`config.mk`:
```
export PLATFORM = sky130hd
export DESIGN_NAME = stopwatch_ctrl
export DESIGN_NICKNAME = d
export VERILOG_FILES = /design/src/rtl/stopwatch_ctrl.sv
export SDC_FILE = /design/constraint.sdc
export NUM_CORES = 1
export LEC_CHECK = 0
export CAP_MARGIN = 20
export CORE_UTILIZATION = 51
export DETAILED_ROUTE_END_ITERATION = 12
export PLACE_DENSITY = 0.76
export SYNTH_ARGS = -nofsm -noshare
export SYNTH_HDL_FRONTEND = slang
export SYNTH_SLANG_ARGS = --single-unit
```
`constraint.sdc`:
```
create_clock -name i_sclk -period 2.8 [get_ports i_sclk]
set_input_delay 0.28 -clock i_sclk [delete_from_list [all_inputs] [get_ports i_sclk]]
set_output_delay 0.28 -clock i_sclk [all_outputs]
set_load 0.03 [all_outputs]
```
`src/rtl/stopwatch_ctrl.sv`:
```
// rtl/stopwatch_ctrl.sv - run/pause/lap/clear stopwatch controller with 1 ms prescaler
module stopwatch_ctrl #(
    parameter int TICK_DIV = 100000,
    parameter int MIN_MAX  = 99,
    parameter int PRE_W    = 17
) (
    input  logic       i_sclk,
    input  logic       i_reset,
    input  logic       i_start_stop,
    input  logic       i_lap,
    input  logic       i_clear,
    output logic [9:0] o_ms,
    output logic [5:0] o_sec,
    output logic [6:0] o_min,
    output logic       o_running,
    output logic       o_lap_active,
    output logic       o_tick,
    output logic       o_wrap
);

    typedef enum logic [1:0] {
        S_IDLE  = 2'd0,
        S_RUN   = 2'd1,
        S_PAUSE = 2'd2,
        S_LAP   = 2'd3
    } state_t;

    state_t           r_state, w_state_nxt;
    logic [PRE_W-1:0] r_pre, w_pre_nxt;
    logic [9:0]       r_ms, w_ms_nxt, r_lap_ms, w_lap_ms_nxt;
    logic [5:0]       r_sec, w_sec_nxt, r_lap_sec, w_lap_sec_nxt;
    logic [6:0]       r_min, w_min_nxt, r_lap_min, w_lap_min_nxt;
    logic             r_tick, r_wrap;
    logic             w_counting, w_tick, w_wrap;

    always_ff @(posedge i_sclk) begin
        if (i_reset) begin
            r_state   <= S_IDLE;
            r_pre     <= '0;
            r_ms      <= '0;
            r_sec     <= '0;
            r_min     <= '0;
            r_lap_ms  <= '0;
            r_lap_sec <= '0;
            r_lap_min <= '0;
            r_tick    <= 1'b0;
            r_wrap    <= 1'b0;
        end else begin
            r_state   <= w_state_nxt;
            r_pre     <= w_pre_nxt;
            r_ms      <= w_ms_nxt;
            r_sec     <= w_sec_nxt;
            r_min     <= w_min_nxt;
            r_lap_ms  <= w_lap_ms_nxt;
            r_lap_sec <= w_lap_sec_nxt;
            r_lap_min <= w_lap_min_nxt;
            r_tick    <= w_tick;
            r_wrap    <= w_wrap;
        end
    end

    always_comb begin
        w_state_nxt   = r_state;
        w_lap_ms_nxt  = r_lap_ms;
        w_lap_sec_nxt = r_lap_sec;
        w_lap_min_nxt = r_lap_min;
        w_ms_nxt      = r_ms;
        w_sec_nxt     = r_sec;
        w_min_nxt     = r_min;
        w_wrap        = 1'b0;
        w_counting    = (r_state == S_RUN) || (r_state == S_LAP);
        w_tick        = w_counting && (r_pre == PRE_W'(TICK_DIV - 1));
        w_pre_nxt     = r_pre;
        if (w_counting)
            w_pre_nxt = w_tick ? '0 : r_pre + PRE_W'(1);

        // The increment is computed first so a tick on a leaving edge still lands.
        if (w_tick) begin
            if (r_ms == 10'd999) begin
                w_ms_nxt = '0;
                if (r_sec == 6'd59) begin
                    w_sec_nxt = '0;
                    if (r_min == 7'(MIN_MAX)) begin
                        w_min_nxt = '0;
                        w_wrap    = 1'b1;
                    end else begin
                        w_min_nxt = r_min + 7'd1;
                    end
                end else begin
                    w_sec_nxt = r_sec + 6'd1;
                end
            end else begin
                w_ms_nxt = r_ms + 10'd1;
            end
        end

        case (r_state)
            S_IDLE: begin
                if (i_start_stop) begin
                    w_state_nxt = S_RUN;
                    w_pre_nxt   = '0;
                end
            end
            S_RUN: begin
                if (i_start_stop) begin
                    w_state_nxt = S_PAUSE;
                end else if (i_lap) begin
                    w_state_nxt   = S_LAP;
                    w_lap_ms_nxt  = r_ms;
                    w_lap_sec_nxt = r_sec;
                    w_lap_min_nxt = r_min;
                end
            end
            S_LAP: begin
                if (i_start_stop)
                    w_state_nxt = S_PAUSE;
                else if (i_lap)
                    w_state_nxt = S_RUN;
            end
            S_PAUSE: begin
                if (i_clear) begin
                    w_state_nxt   = S_IDLE;
                    w_pre_nxt     = '0;
                    w_ms_nxt      = '0;
                    w_sec_nxt     = '0;
                    w_min_nxt     = '0;
                    w_lap_ms_nxt  = '0;
                    w_lap_sec_nxt = '0;
                    w_lap_min_nxt = '0;
                end else if (i_start_stop) begin
                    w_state_nxt = S_RUN;
                end
            end
            default: w_state_nxt = S_IDLE;
        endcase
    end

    assign o_ms         = (r_state == S_LAP) ? r_lap_ms  : r_ms;
    assign o_sec        = (r_state == S_LAP) ? r_lap_sec : r_sec;
    assign o_min        = (r_state == S_LAP) ? r_lap_min : r_min;
    assign o_running    = (r_state == S_RUN) || (r_state == S_LAP);
    assign o_lap_active = (r_state == S_LAP);
    assign o_tick       = r_tick;
    assign o_wrap       = r_wrap;

endmodule

```
Word-level counts from Yosys, hierarchy flattened:

Cells that the tools add are included.

* magnitude comparators: 0
* divide/modulo/power cells: 0
* muxes and demuxes: 43
* shifts and indexed selects: 0
* $mul: 0
* reductions and logical operators: 7
* equality and inequality tests: 12
* bitwise gates (word level): 3
* $add $sub $neg: 4

Operators with widths (count)
* $mux 10: 8
* $mux 7: 10
* $mux 17: 4
* $mux 6: 9
* $pmux 17 s2: 1
* $pmux 10 s2: 1
* $add 17x1->17 const B: 1
* $eq 17x17->1 const B: 1
* $pmux 7 s2: 1
* $mux 2: 6
* $pmux 6 s2: 1
* $add 10x1->10 const B: 1
* $eq 10x10->1 const B: 1
* $pmux 2 s4: 1
* $add 7x1->7 const B: 1
* $eq 7x7->1 const B: 1
* $add 6x1->6 const B: 1
* $eq 6x6->1 const B: 1
* $ne 2x2->1 const B: 3
* $ne 3x3->1 const B: 2
* $eq 2x2->1 const B: 2
* $reduce_and 4->1: 1
* $reduce_or 4->1: 1
* $not 1->1: 3
* 7 further kinds: 7

* memories kept: 0
* bits in writable memories: 0
* flip-flop bits (word level): 67
* memory bits (read-only): 0
* word-level logic and storage cells: 79
* latch bits: 0

Longest topological paths before layout:

* depth in word-level cells: 7
* depth in mapped cells: 8
* gate-level depth less buffers: 6

Worst setup path after synthesis:

Ideal clock, no wire load.

* path type: register -> register
* start: register r_pre[5]
* end: register r_min[4]
* cell stages (with the launch flop): 8
* setup time: 0.072 ns
* period minus slack after synthesis: 2.557 ns
* setup slack: 0.243 ns
* data arrival time: 2.485 ns
* path through: dfxtp_1 or4b_1 buf_2 or4_4 or2_1 buf_6 or4_1 a21oi_1

* word-level cells in the longest chain between the ends: 5

RTL lines
* from (decl): RTL line 29 `logic [PRE_W-1:0] r_pre, w_pre_nxt;`
* from (signal assigned): RTL line 50 `r_pre <= w_pre_nxt;`
* $eq 17x17->1 *: RTL line 72 `w_tick = w_counting && (r_pre == PRE_W'(TICK_DIV - 1));`
* $logic_and 1x1->1 *: RTL line 72
* $mux 7 *: RTL line 78 `if (w_tick) begin`
* $mux 7: RTL line 121 `if (i_clear) begin`
* $mux 7 *: RTL line 97 `case (r_state)`
* to (signal assigned): RTL line 53 `r_min <= w_min_nxt;`
* to (decl): RTL line 32 `logic [6:0] r_min, w_min_nxt, r_lap_min, w_lap_min_nxt;`

Mark *: on every way between the ends. The rest lies on a longest branch, timed or not.
A chain may end at the register's enable or synchronous reset.

Worst setup path in the final report:

* start: register r_pre[5]
* end: register r_sec[4]

* word-level cells in the longest chain between the ends: 5

RTL lines
* $eq 17x17->1 *: RTL line 72
* $logic_and 1x1->1 *: RTL line 72
* $mux 6 *: RTL line 78
* $mux 6: RTL line 121
* $mux 6 *: RTL line 97
* to (signal assigned): RTL line 52 `r_sec <= w_sec_nxt;`
* to (decl): RTL line 31 `logic [5:0] r_sec, w_sec_nxt, r_lap_sec, w_lap_sec_nxt;`

Marked as above.

==> impl_metrics.yaml <==
status:
  status: "finished, final reports clean"
final_layout:
  nets: 410
  area_growth_pct: 20.79
  diodes: 0
  design_area_um2: 3839
  fill_cells: 515
  layout-drive-gt1-share: 0.1404
critical_path:
  critPathCaptureType: "flop"
  crit_slowest_cell: "or4b_1"
  path_cells: "or4b_1, or4_4, or2_1, buf_4, or3_1, a21oi_1"
  startpoint_type: "flop"
  critPathKind: "reg -> reg"
  path_max_fanout: 6
  max_stage_delay_ns: 0.63
  required_ns: 3.07
  crit_arrival_ns: 2.87
cts:
  cts_root_buf: "clkbuf_8"
  cts_made_buffers: 9
  postCtsSetupRepairBufs: 0
  cts_resized: 0
  clock_latency_ns: 0.34
  cts.reportedPaths.clkPinSlew_ns: 0.07
  cts_sinks: 67
  hold_buffers: 0
  cts_tree: "done"
  h-tree-depth: 3
  clockBufferDepth: 2
logic_synthesis:
  ys_types: 41
  ys_ff_latch: 67
  synth_area_leaders: "dfxtp_1 42%, nor2_1 7.6%, mux2_2 7.4%"
  syn_nets: 372
  synthesis.area_um2: 3178
  synth_area_leader_cell: "dfxtp_1"
  synth_cells: 363
  syn_area_per_cell_um2: 8.755
  yosys.area.top_type_share: 0.4220
  yosysSeqAreaShare: 0.4220
  yosysWarningCount: 0
die:
  core_um2: 5956
  start_util: 0.5336
  rows: 28
  die_width_um: 80.94
  die_h_um: 80.94
  ios: 32
  dieArea_um2: 6551
global_routing:
  grt_pass1_wl_um: 11710
  grt_pass1_vias: 2476
  grt_max_degree: 28
  grt_use_total: 0.2363
  antenna_found_initial: 0
  globalRouteOverflowTotal: 0
power_and_ir_drop:
  p_per_area_nw_per_um2: 509.1
  p_leak_nw: 1.344
  max-vdd-ir-drop_uv: 358.3
timing:
  setup_violations: 0
  finClkSkew_ns: 0.009481
  fmax_mhz: 384.0
  hold_viol: 0
  rsz0062_at_grt: "no"
  worstMarginPinSlew_ns: 0.4543
  finalCritPeriodShare: 0.9300
  fin_setup_tns_ns: 0
  fin_crit_ns: 2.604
  slew_viol_final: 0
  relSlewSlack: 0.6939
drt:
  wl_per_cell_um: 14.99
  drt_iter0_drc: 218
  routed_wirelength_um: 7211
  ant_nets: 0
  vias_per_cell: 5.653
  drtPass1Iterations: 5
  route.vias.total: 2719
  drc: 0
placed_design:
  port_buffers: 31
  placed_cell_area_um2: 3612
  hpwl_um: 5122
  place_congestion: 0.8929
worst_hold_path:
  hold_class: "reg -> reg"
flow_run:
  maxCapViolCount: 0
[per-layer routing]
layer	vias to the layer above	wire length, um	track usage
met3	13	383	0.04382
li1	1367	-	-
met5	-	0	0
met2	80	3283	0.3546
met1	1259	3403	0.3266
met4	0	142	0.1107
[layout make-up]
cell class / count / area [um2] / area share
Timing Repair Buffer: 44 / 407.9 / 0.1063
Multi-Input combinational cell: 273 / 1747 / 0.4550
Sequential cell: 67 / 1341 / 0.3494
Clock inverter: 5 / 75.07 / 0.01956
Tap cell: 75 / 93.84 / 0.02445
Inverter: 6 / 22.52 / 0.005867
Clock buffer: 11 / 151.4 / 0.03944
[flip-flops by register name (all words and copies together) (netlist names)]
signal	cells
o_tick	1
r_min	7
r_lap_min	7
r_sec	6
r_ms	10
r_pre	17
r_lap_ms	10
r_lap_sec	6
o_wrap	1
r_state	2
[critical path: cells and delay by family, from the launching register on]
| family | cells | cell delay (ns) |
|---|---|---|
| and+or+nand+nor | 4 | 1.84 |
| AOI/OAI and AO/OA | 1 | 0.18 |
| DFF | 1 | 0.35 |
| buffers and inverters | 1 | 0.16 |
[Yosys cell counts (all sizes together)]
cell    count
and2        1
or2         2
o31ai       1
nor2b       3
nor3b       1
nor4        7
mux2       21
nor3       14
nand3b      3
inv         6
ha          4
nor2       64
mux2i       3
nand2      20
nand4      12
xnor2      18
nand4b      3
or4         4
clkbuf     13
a21oi      11
or3         4
and3b       1
a31oi       1
or3b        1
and4        3
nand2b      6
dfxtp      67
a22oi      23
o21ai      11
xor2       10
or4b        3
buf         4
nand3      15
and3        3
[where the power goes]
part	internal [mW]	switching (mW)
Combinational	0.0291	0.0501
Sequential	0.957	0.00758
Clock	0.545	0.365
Total	1.53	0.423
[placed cells by master, fill, tap and decap left out, types with 2 or more instances in the layout]
| master | count |
|---|---|
| a21oi_1 | 11 |
| a22oi_1 | 23 |
| and3_1 | 3 |
| and4_1 | 3 |
| buf_4 | 13 |
| bufinv_16 | 2 |
| clkbuf_8 | 11 |
| clkdlybuf4s50_1 | 31 |
| clkinv_2 | 3 |
| dfxtp_1 | 67 |
| ha_1 | 4 |
| inv_1 | 6 |
| mux2_2 | 21 |
| mux2i_1 | 3 |
| nand2_1 | 20 |
| nand2b_1 | 6 |
| nand3_1 | 15 |
| nand3b_1 | 3 |
| nand4_1 | 11 |
| nand4b_1 | 3 |
| nor2_1 | 64 |
| nor2b_1 | 3 |
| nor3_1 | 14 |
| nor4_1 | 6 |
| o21ai_0 | 11 |
| or3_1 | 4 |
| or4_1 | 3 |
| or4b_1 | 2 |
| xnor2_1 | 18 |
| xor2_1 | 10 |
[kinds of logic after synthesis]
group	Yosys count	share of synthesized area
and+or+nand+nor	170	0.2780
DFF	67	0.4220
AOI/OAI and AO/OA	47	0.09331
xor gates and xnor gates	28	0.07716
muxes	24	0.08386
buffers and inverters	23	0.02992
adders and majority gates	4	0.01575
[stage by stage]
stage,setup slack [ns],util,total power [mW],hold WS (ns),std cells
floorplan,0.2430,-,1.033,0.4494,363
global placement,0.3207,0.6065,1.065,0.4755,465
detailed placement,0.2345,0.6065,1.065,0.4838,465
CTS,0.2003,0.6445,1.965,0.5017,481
global route,0.1109,0.6445,2.018,0.5204,481
finish,0.1960,0.6445,1.954,0.4979,481
[worst paths after layout]
| check | slack [ns] | cells after the start | end | from |
|---|---|---|---|---|
| worst max-delay path | 0.20 | 6 | r_sec[4]$_SDFF_PP0_ | r_pre[5]$_SDFF_PP0_ |
| worst min-delay path | 0.50 | 2 | r_lap_min[3]$_SDFFE_PP0P_ | r_lap_min[3]$_SDFFE_PP0P_ |
| worst max register to register | 0.20 | 6 | r_sec[4]$_SDFF_PP0_ | r_pre[5]$_SDFF_PP0_ |
| worst min register to register | 0.50 | 2 | r_lap_min[3]$_SDFFE_PP0P_ | r_lap_min[3]$_SDFFE_PP0P_ |
Note: power is estimated with default switching activity, not from simulation.
